### src/rtl/shift_pkg.sv
// Shared types and constants for the shift arbiter and its shifter datapath.
// SHIFT_ARBITER_SRA_EN selects whether opcode 2'b10 is an arithmetic right shift or illegal.
package shift_pkg;

    localparam int unsigned SHIFT_N = 32;

    typedef enum logic [1:0] {
        SHIFT_SLL  = 2'b00,
        SHIFT_SRL  = 2'b01,
        SHIFT_SRA  = 2'b10,
        SHIFT_RSVD = 2'b11
    } shift_op_t;

    typedef enum logic {
        EMPTY = 1'b0,
        FULL  = 1'b1
    } arb_state_t;

    // Result slot contents, registered as one unit so they always change together.
    typedef struct packed {
        logic [SHIFT_N-1:0] data;
        logic               id;
        logic               err;
    } rsp_t;

endpackage

### src/rtl/shifter_core.sv
// Combinational shift datapath shared by both requesters.
// Arithmetic right shift exists only when SHIFT_ARBITER_SRA_EN is defined.
module shifter_core
    import shift_pkg::*;
#(
    parameter int unsigned N   = SHIFT_N,
    parameter int unsigned SHW = $clog2(N)
) (
    input  logic [N-1:0]   in_i,
    input  logic [SHW-1:0] shamt_i,
    input  shift_op_t      op_i,
    output logic [N-1:0]   out_o,
    output logic           err_o
);

    always_comb begin
        out_o = '0;
        err_o = 1'b0;
        unique case (op_i)
            SHIFT_SLL: out_o = in_i << shamt_i;
            SHIFT_SRL: out_o = in_i >> shamt_i;
`ifdef SHIFT_ARBITER_SRA_EN
            SHIFT_SRA: out_o = N'($signed(in_i) >>> shamt_i);
`endif
            // Illegal opcodes still complete, but yield zero with the error flag set.
            default:   err_o = 1'b1;
        endcase
    end

endmodule

### src/rtl/shift_arbiter.sv
// Two-requester round-robin arbiter in front of one shifter, with a single registered result slot.
// Build option SHIFT_ARBITER_SRA_EN enables arithmetic right shift in the shared core.
module shift_arbiter
    import shift_pkg::*;
#(
    parameter int unsigned N   = SHIFT_N,
    parameter int unsigned SHW = $clog2(N)
) (
    input  logic           clk,
    input  logic           rst,

    input  logic           req0_valid,
    output logic           req0_ready,
    input  logic [1:0]     req0_op,
    input  logic [N-1:0]   req0_in,
    input  logic [SHW-1:0] req0_shamt,

    input  logic           req1_valid,
    output logic           req1_ready,
    input  logic [1:0]     req1_op,
    input  logic [N-1:0]   req1_in,
    input  logic [SHW-1:0] req1_shamt,

    output logic           rsp_valid,
    input  logic           rsp_ready,
    output logic [N-1:0]   rsp_data,
    output logic           rsp_id,
    output logic           rsp_err
);

    arb_state_t     state_q, state_d;
    logic           prio_q, prio_d;
    logic [N-1:0]   data_q, data_d;
    logic           id_q, id_d;
    logic           err_q, err_d;

    logic           slot_free;
    logic           grant0, grant1, grant_any;
    logic [N-1:0]   sel_in;
    logic [SHW-1:0] sel_shamt;
    shift_op_t      sel_op;
    logic [N-1:0]   core_out;
    logic           core_err;

    // Readys look only at the other requester's valid, never their own.
    always_comb begin
        slot_free  = (state_q == EMPTY) || rsp_ready;
        req0_ready = !rst && slot_free && (!prio_q || !req1_valid);
        req1_ready = !rst && slot_free && ( prio_q || !req0_valid);
        grant0     = req0_valid && req0_ready;
        grant1     = req1_valid && req1_ready;
        grant_any  = grant0 || grant1;
    end

    always_comb begin
        sel_in    = grant1 ? req1_in    : req0_in;
        sel_shamt = grant1 ? req1_shamt : req0_shamt;
        sel_op    = shift_op_t'(grant1 ? req1_op : req0_op);
    end

    shifter_core #(
        .N   (N),
        .SHW (SHW)
    ) u_shifter_core (
        .in_i    (sel_in),
        .shamt_i (sel_shamt),
        .op_i    (sel_op),
        .out_o   (core_out),
        .err_o   (core_err)
    );

    always_comb begin
        state_d = state_q;
        prio_d  = prio_q;
        data_d  = data_q;
        id_d    = id_q;
        err_d   = err_q;
        if (grant_any) begin
            // A new transfer refills the slot even while the old result drains.
            state_d = FULL;
            data_d  = core_out;
            id_d    = grant1;
            err_d   = core_err;
            prio_d  = ~grant1;
        end else if ((state_q == FULL) && rsp_ready) begin
            state_d = EMPTY;
        end
    end

    always_ff @(posedge clk) begin
        if (rst) begin
            state_q <= EMPTY;
            prio_q  <= 1'b0;
            data_q  <= '0;
            id_q    <= 1'b0;
            err_q   <= 1'b0;
        end else begin
            state_q <= state_d;
            prio_q  <= prio_d;
            data_q  <= data_d;
            id_q    <= id_d;
            err_q   <= err_d;
        end
    end

    always_comb begin
        rsp_valid = (state_q == FULL);
        rsp_data  = data_q;
        rsp_id    = id_q;
        rsp_err   = err_q;
    end

    a_single_grant: assert property (@(posedge clk) !(grant0 && grant1));

    a_hold_stable: assert property (@(posedge clk) disable iff (rst)
        (rsp_valid && !rsp_ready) |=>
        (rsp_valid && $stable(rsp_data) && $stable(rsp_id) && $stable(rsp_err)));

endmodule

### config.mk
export PLATFORM = sky130hd
export DESIGN_NAME = shift_arbiter
export DESIGN_NICKNAME = d
export VERILOG_FILES = /design/src/rtl/shift_pkg.sv /design/src/rtl/shifter_core.sv /design/src/rtl/shift_arbiter.sv
export SDC_FILE = /design/constraint.sdc
export NUM_CORES = 1
export LEC_CHECK = 0
export BUFFER_PORTS_ARGS = -buffer_cell sky130_fd_sc_hd__buf_2
export CAP_MARGIN = 10
export CORE_MARGIN = 5
export CORE_UTILIZATION = 35
export CTS_CLUSTER_SIZE = 8
export DETAILED_ROUTE_END_ITERATION = 10
export PLACE_DENSITY = 0.58
export REMOVE_ABC_BUFFERS = 1
export SETUP_SLACK_MARGIN = 0.4
export SLEW_MARGIN = 20
export SYNTH_ARGS = -nofsm -noshare
export SYNTH_HDL_FRONTEND = slang
export SYNTH_SLANG_ARGS = --single-unit
### constraint.sdc
create_clock -name clk -period 3.3 [get_ports clk]
set_input_delay 0.825 -clock clk [delete_from_list [all_inputs] [get_ports clk]]
set_output_delay 0.825 -clock clk [all_outputs]
set_load 0.005 [all_outputs]
==> summary.md <==
| Metric | Value |
|---|---|
| Run status | finished, final reports clean |
| Post-detailed-routing wire length | about 40000 µm |
| Total vias in the final route | 9631 |
| Detail Route Antenna Nets | 0 |
| Hold slack final | 472 ps |
| Basic-gate share of the synthesized area counting and, or, nand and nor cells | between 10% and 20% |
| Synthesis Warnings | 0 |
| Core region area | 22600 µm² |
| Routability congestion estimate | between 1 and 1.5 |
| Final instance area | between 10000 and 15000 µm² |
| Cell-by-cell trace of the critical path | buf_2 -> and2b_2 -> nor4_4 -> buf_4 -> mux2i_1 -> buf_4 -> nor2_1 -> buf_4 -> a221oi_1 -> o221ai_1 -> o211a_1 |
| Met3 routed wirelength | approximately 3700 µm |
| Antenna violations before repair | 0 |
| Total buffers and inverters traversed by the critical path | 4 |
| DRC violation count after routing | 0 |
| Syn_area_per_cell | slightly below 8 µm² |
| Adder-Cell Fraction of Synth Area | 0% |
| Largest net degree at the start of global routing | 60 |
| Vias per inst | 6.49 |
| Startpoint of the most critical setup path | req0_valid |
| Kind of path behind the tightest hold check | flip-flop to flip-flop |
| Combinational family with the most area after synthesis | multiplexers |
| Clk Tree Root Cell | sky130_fd_sc_hd__clkbuf_16 |
| Fraction of final layout cells with drive strength greater than 1 | about 38% |
| Chip height | around 160 µm |
| Worst supply voltage drop on vdd | approximately 0.00018 V |
| Critical setup path kind | primary input to flip-flop |
| Synthesis-stage register bit count | 36 |
| Fraction of registers with async set or reset after synthesis | 0% |
| Number of enable-type register cells in the synthesized netlist | 0 |
| Source-to-sink clock delay at the later pin of the worst-skew pair | 280 ps |
| CP max-delay cell | sky130_fd_sc_hd__a221oi_1 |
| Cell Rows | 55 |
| Routed wirelength normalized by instance count | around 28 µm |
| Ratio of final minimum period to clock period | approximately nine tenths |
| First-pass GRT wire length | between 50000 and 60000 µm |
| Data required time of the critical path | approximately 3500 ps |
| Number of buffers on the longest clock path | 2 |
| CP Capture Type | flip-flop |
| Fraction of synthesized cell area in xor and xnor cells | 0% |
| Placement Cell Area | around 9800 µm² |
| Timing-limited maximum frequency | 342 MHz |
| Worst-path clk slew | roughly 60 ps |
| Number of antenna cells inserted | 0 |
| Slew at the pin with the worst max-slew slack | 721 ps |
| Floorplan die area | 25900 µm² |
| Effective utilization at floorplan | a little over a third |
| Aggregate global routing overflow | 0 |
| Wire length on met1 | roughly 18000 µm |
| Peak fanout along the critical path | 5 |
| Leading register cell type out of synthesis | sky130_fd_sc_hd__dfxtp_1 |
| CP startpoint kind | primary input |
| Most frequent CP cell | sky130_fd_sc_hd__buf_4 |
| Unique cell type count in the Yosys netlist | between 60 and 70 |
| Power density relative to cell area | between 200 and 300 nW/µm² |
| Worst slew margin relative to its limit | between 50 and 60% |
| Count of hold-fix buffers inserted at cts | 0 |
| Num ports | 120 |
| Clock tree skew after final layout | between 5 and 6 ps |
| Pins Over Slew Limit | 0 |
| Drt first pass iters | 8 |
| Via count of the first global-routing pass | 9082 |
| Chip width | about 160 µm |
| Compound-cell area share of the yosys netlist | 23.6% |
| Number of CTS-inserted buffers | 5 |
| Mux contribution to synthesized area | 43.0% |
| Clock tree from TritonCTS | done |
| DR iter-0 viols | between 1000 and 1500 |
| Number of nets in the layout | ~1300 |
| Sequential cell area fraction in the yosys report | a little under a tenth |
| Final count of negative-setup-slack endpoints | 0 |
| Met2 Routed Length | roughly 18000 µm |
| Peak per-stage delay on the critical path | approximately 310 ps |
| Endpoint arrival time on the critical path | approximately 3100 ps |
| Cell family with the largest share of critical-path delay | compound AO/OA/AOI/OAI gates |
| Top routing layer in use | met4 |
| Number of levels in the clock H-tree | 2 |
| Leakage power figure | 4.38 nW |
| Post-layout minimum cycle time | slightly below 3000 ps |
| Number of max-cap violations | 0 |
| Number of failing hold endpoints at the final stage | 0 |
| Port Buffers | approximately 120 |
| Area added between synthesis and finish | 27.6% |
| Clock sink total | 36 |
| Cell area after synthesis | approximately 8000 µm² |
| Number of standard cells after synthesis | a little over 1000 |
| RSZ-0062 raised after global routing | yes |
| GRT Total Usage | a little under 30% |
| Startpoint of the most critical register-to-register path | prio_q |
| Hold path start | rsp_data[8] |
| HPWL reported at the end of detailed placement | 32600 µm |
-- synth_stat cells (6+ instances only) --
cell	n	area share (%)
sky130_fd_sc_hd__a211oi_1	20	1.9
sky130_fd_sc_hd__a21oi_1	45	2.8
sky130_fd_sc_hd__a221o_1	8	1.0
sky130_fd_sc_hd__a221oi_1	16	1.8
sky130_fd_sc_hd__a222oi_1	7	0.88
sky130_fd_sc_hd__a31oi_1	8	0.63
sky130_fd_sc_hd__and2_1	7	0.55
sky130_fd_sc_hd__and3_1	7	0.55
sky130_fd_sc_hd__buf_1	6	0.28
sky130_fd_sc_hd__buf_2	48	3.0
sky130_fd_sc_hd__buf_4	10	0.94
sky130_fd_sc_hd__clkbuf_1	28	1.3
sky130_fd_sc_hd__dfxtp_1	36	9.0
sky130_fd_sc_hd__inv_1	7	0.33
sky130_fd_sc_hd__mux2_2	87	12
sky130_fd_sc_hd__mux2i_1	153	19
sky130_fd_sc_hd__mux4_2	40	11
sky130_fd_sc_hd__nand2_1	102	4.8
sky130_fd_sc_hd__nand2b_1	12	0.94
sky130_fd_sc_hd__nand3_1	21	1.3
sky130_fd_sc_hd__nand4_1	6	0.47
sky130_fd_sc_hd__nor2_1	114	5.4
sky130_fd_sc_hd__nor2b_1	9	0.70
sky130_fd_sc_hd__nor3_1	26	1.6
sky130_fd_sc_hd__o211ai_1	19	1.8
sky130_fd_sc_hd__o21ai_0	53	3.3
sky130_fd_sc_hd__o22ai_1	20	1.6
sky130_fd_sc_hd__or2_2	6	0.47
-- metrics by stage --
step	utilization, %	total power, mW	std cells	setup TNS (ps)	setup WS (ps)
2_1_floorplan	-	1.26	917	-45830	-1750
3_3_place_gp	43.2	2.09	1462	-87.1	-46.0
3_5_place_dp	43.2	2.09	1462	-104	-65.3
4_1_cts	44.0	2.58	1470	0	376
5_1_grt	45.2	2.78	1484	0	317
6_report	45.2	2.68	1484	0	378
-- final timing paths --
| path | end | slack, ps | cells past startpoint |
|---|---|---|---|
| max | rsp_data[30] | 380 | 11 |
| min | rsp_data[8] | 470 | 1 |
| max reg2reg | rsp_data[30] | 600 | 10 |
| min reg2reg | rsp_data[8] | 470 | 1 |
-- cell families after synthesis --
family | after synthesis
buf+inv | 102
flops | 36
compound gates | 264
simple gates | 326
mux | 281
-- flip-flops by register name, indices dropped and copies added (netlist names) --
| register | count |
|---|---|
| prio_q | 1 |
| rsp_valid | 1 |
| rsp_data | 32 |
| rsp_err | 1 |
| rsp_id | 1 |
-- layer usage --
metal / vias up / GRT usage, %
li1: 4291 / -
met1: 4716 / 42.7
met2: 531 / 45.5
met3: 93 / 4.49
met4: 0 / 10.2
met5: - / 0
-- placed cells by master (no fill, tap or decap), types with 19 or more instances in the layout --
cell and n:
sky130_fd_sc_hd__nor3_1 25, sky130_fd_sc_hd__mux4_2 40, sky130_fd_sc_hd__o21ai_0 50, sky130_fd_sc_hd__dfxtp_1 36, sky130_fd_sc_hd__mux2i_1 149, sky130_fd_sc_hd__nor2_1 111
sky130_fd_sc_hd__nand3_1 21, sky130_fd_sc_hd__o211ai_1 19, sky130_fd_sc_hd__o22ai_1 20, sky130_fd_sc_hd__buf_4 140, sky130_fd_sc_hd__a21oi_1 43, sky130_fd_sc_hd__a211oi_1 20
sky130_fd_sc_hd__mux2_2 85, sky130_fd_sc_hd__nand2_1 101, sky130_fd_sc_hd__buf_2 115
-- power by group --
group          switching, mW  total (mW)  internal (mW)
Sequential            0.0141       0.474          0.459
Clock                  0.187       0.488          0.302
Combinational           1.01        1.72          0.710
Total                   1.21        2.68           1.47
-- layout make-up --
cell class              instances  area (µm²)
inverters                      10        37.5
flip-flops and latches         36         721
repair buffers                273        2000
fillers                      2329       12400
well taps                     285         357
clock buffers                   8         146
multi-input cells             872        6940
-- what timing repair did --
item,CTS,global route
pin swaps,0,7
gates cloned,0,4
endpoints found under the setup margin,9,25
setup buffers,0,10
gates resized for setup,4,28
No activity file was read; power rests on OpenSTA's default activity.
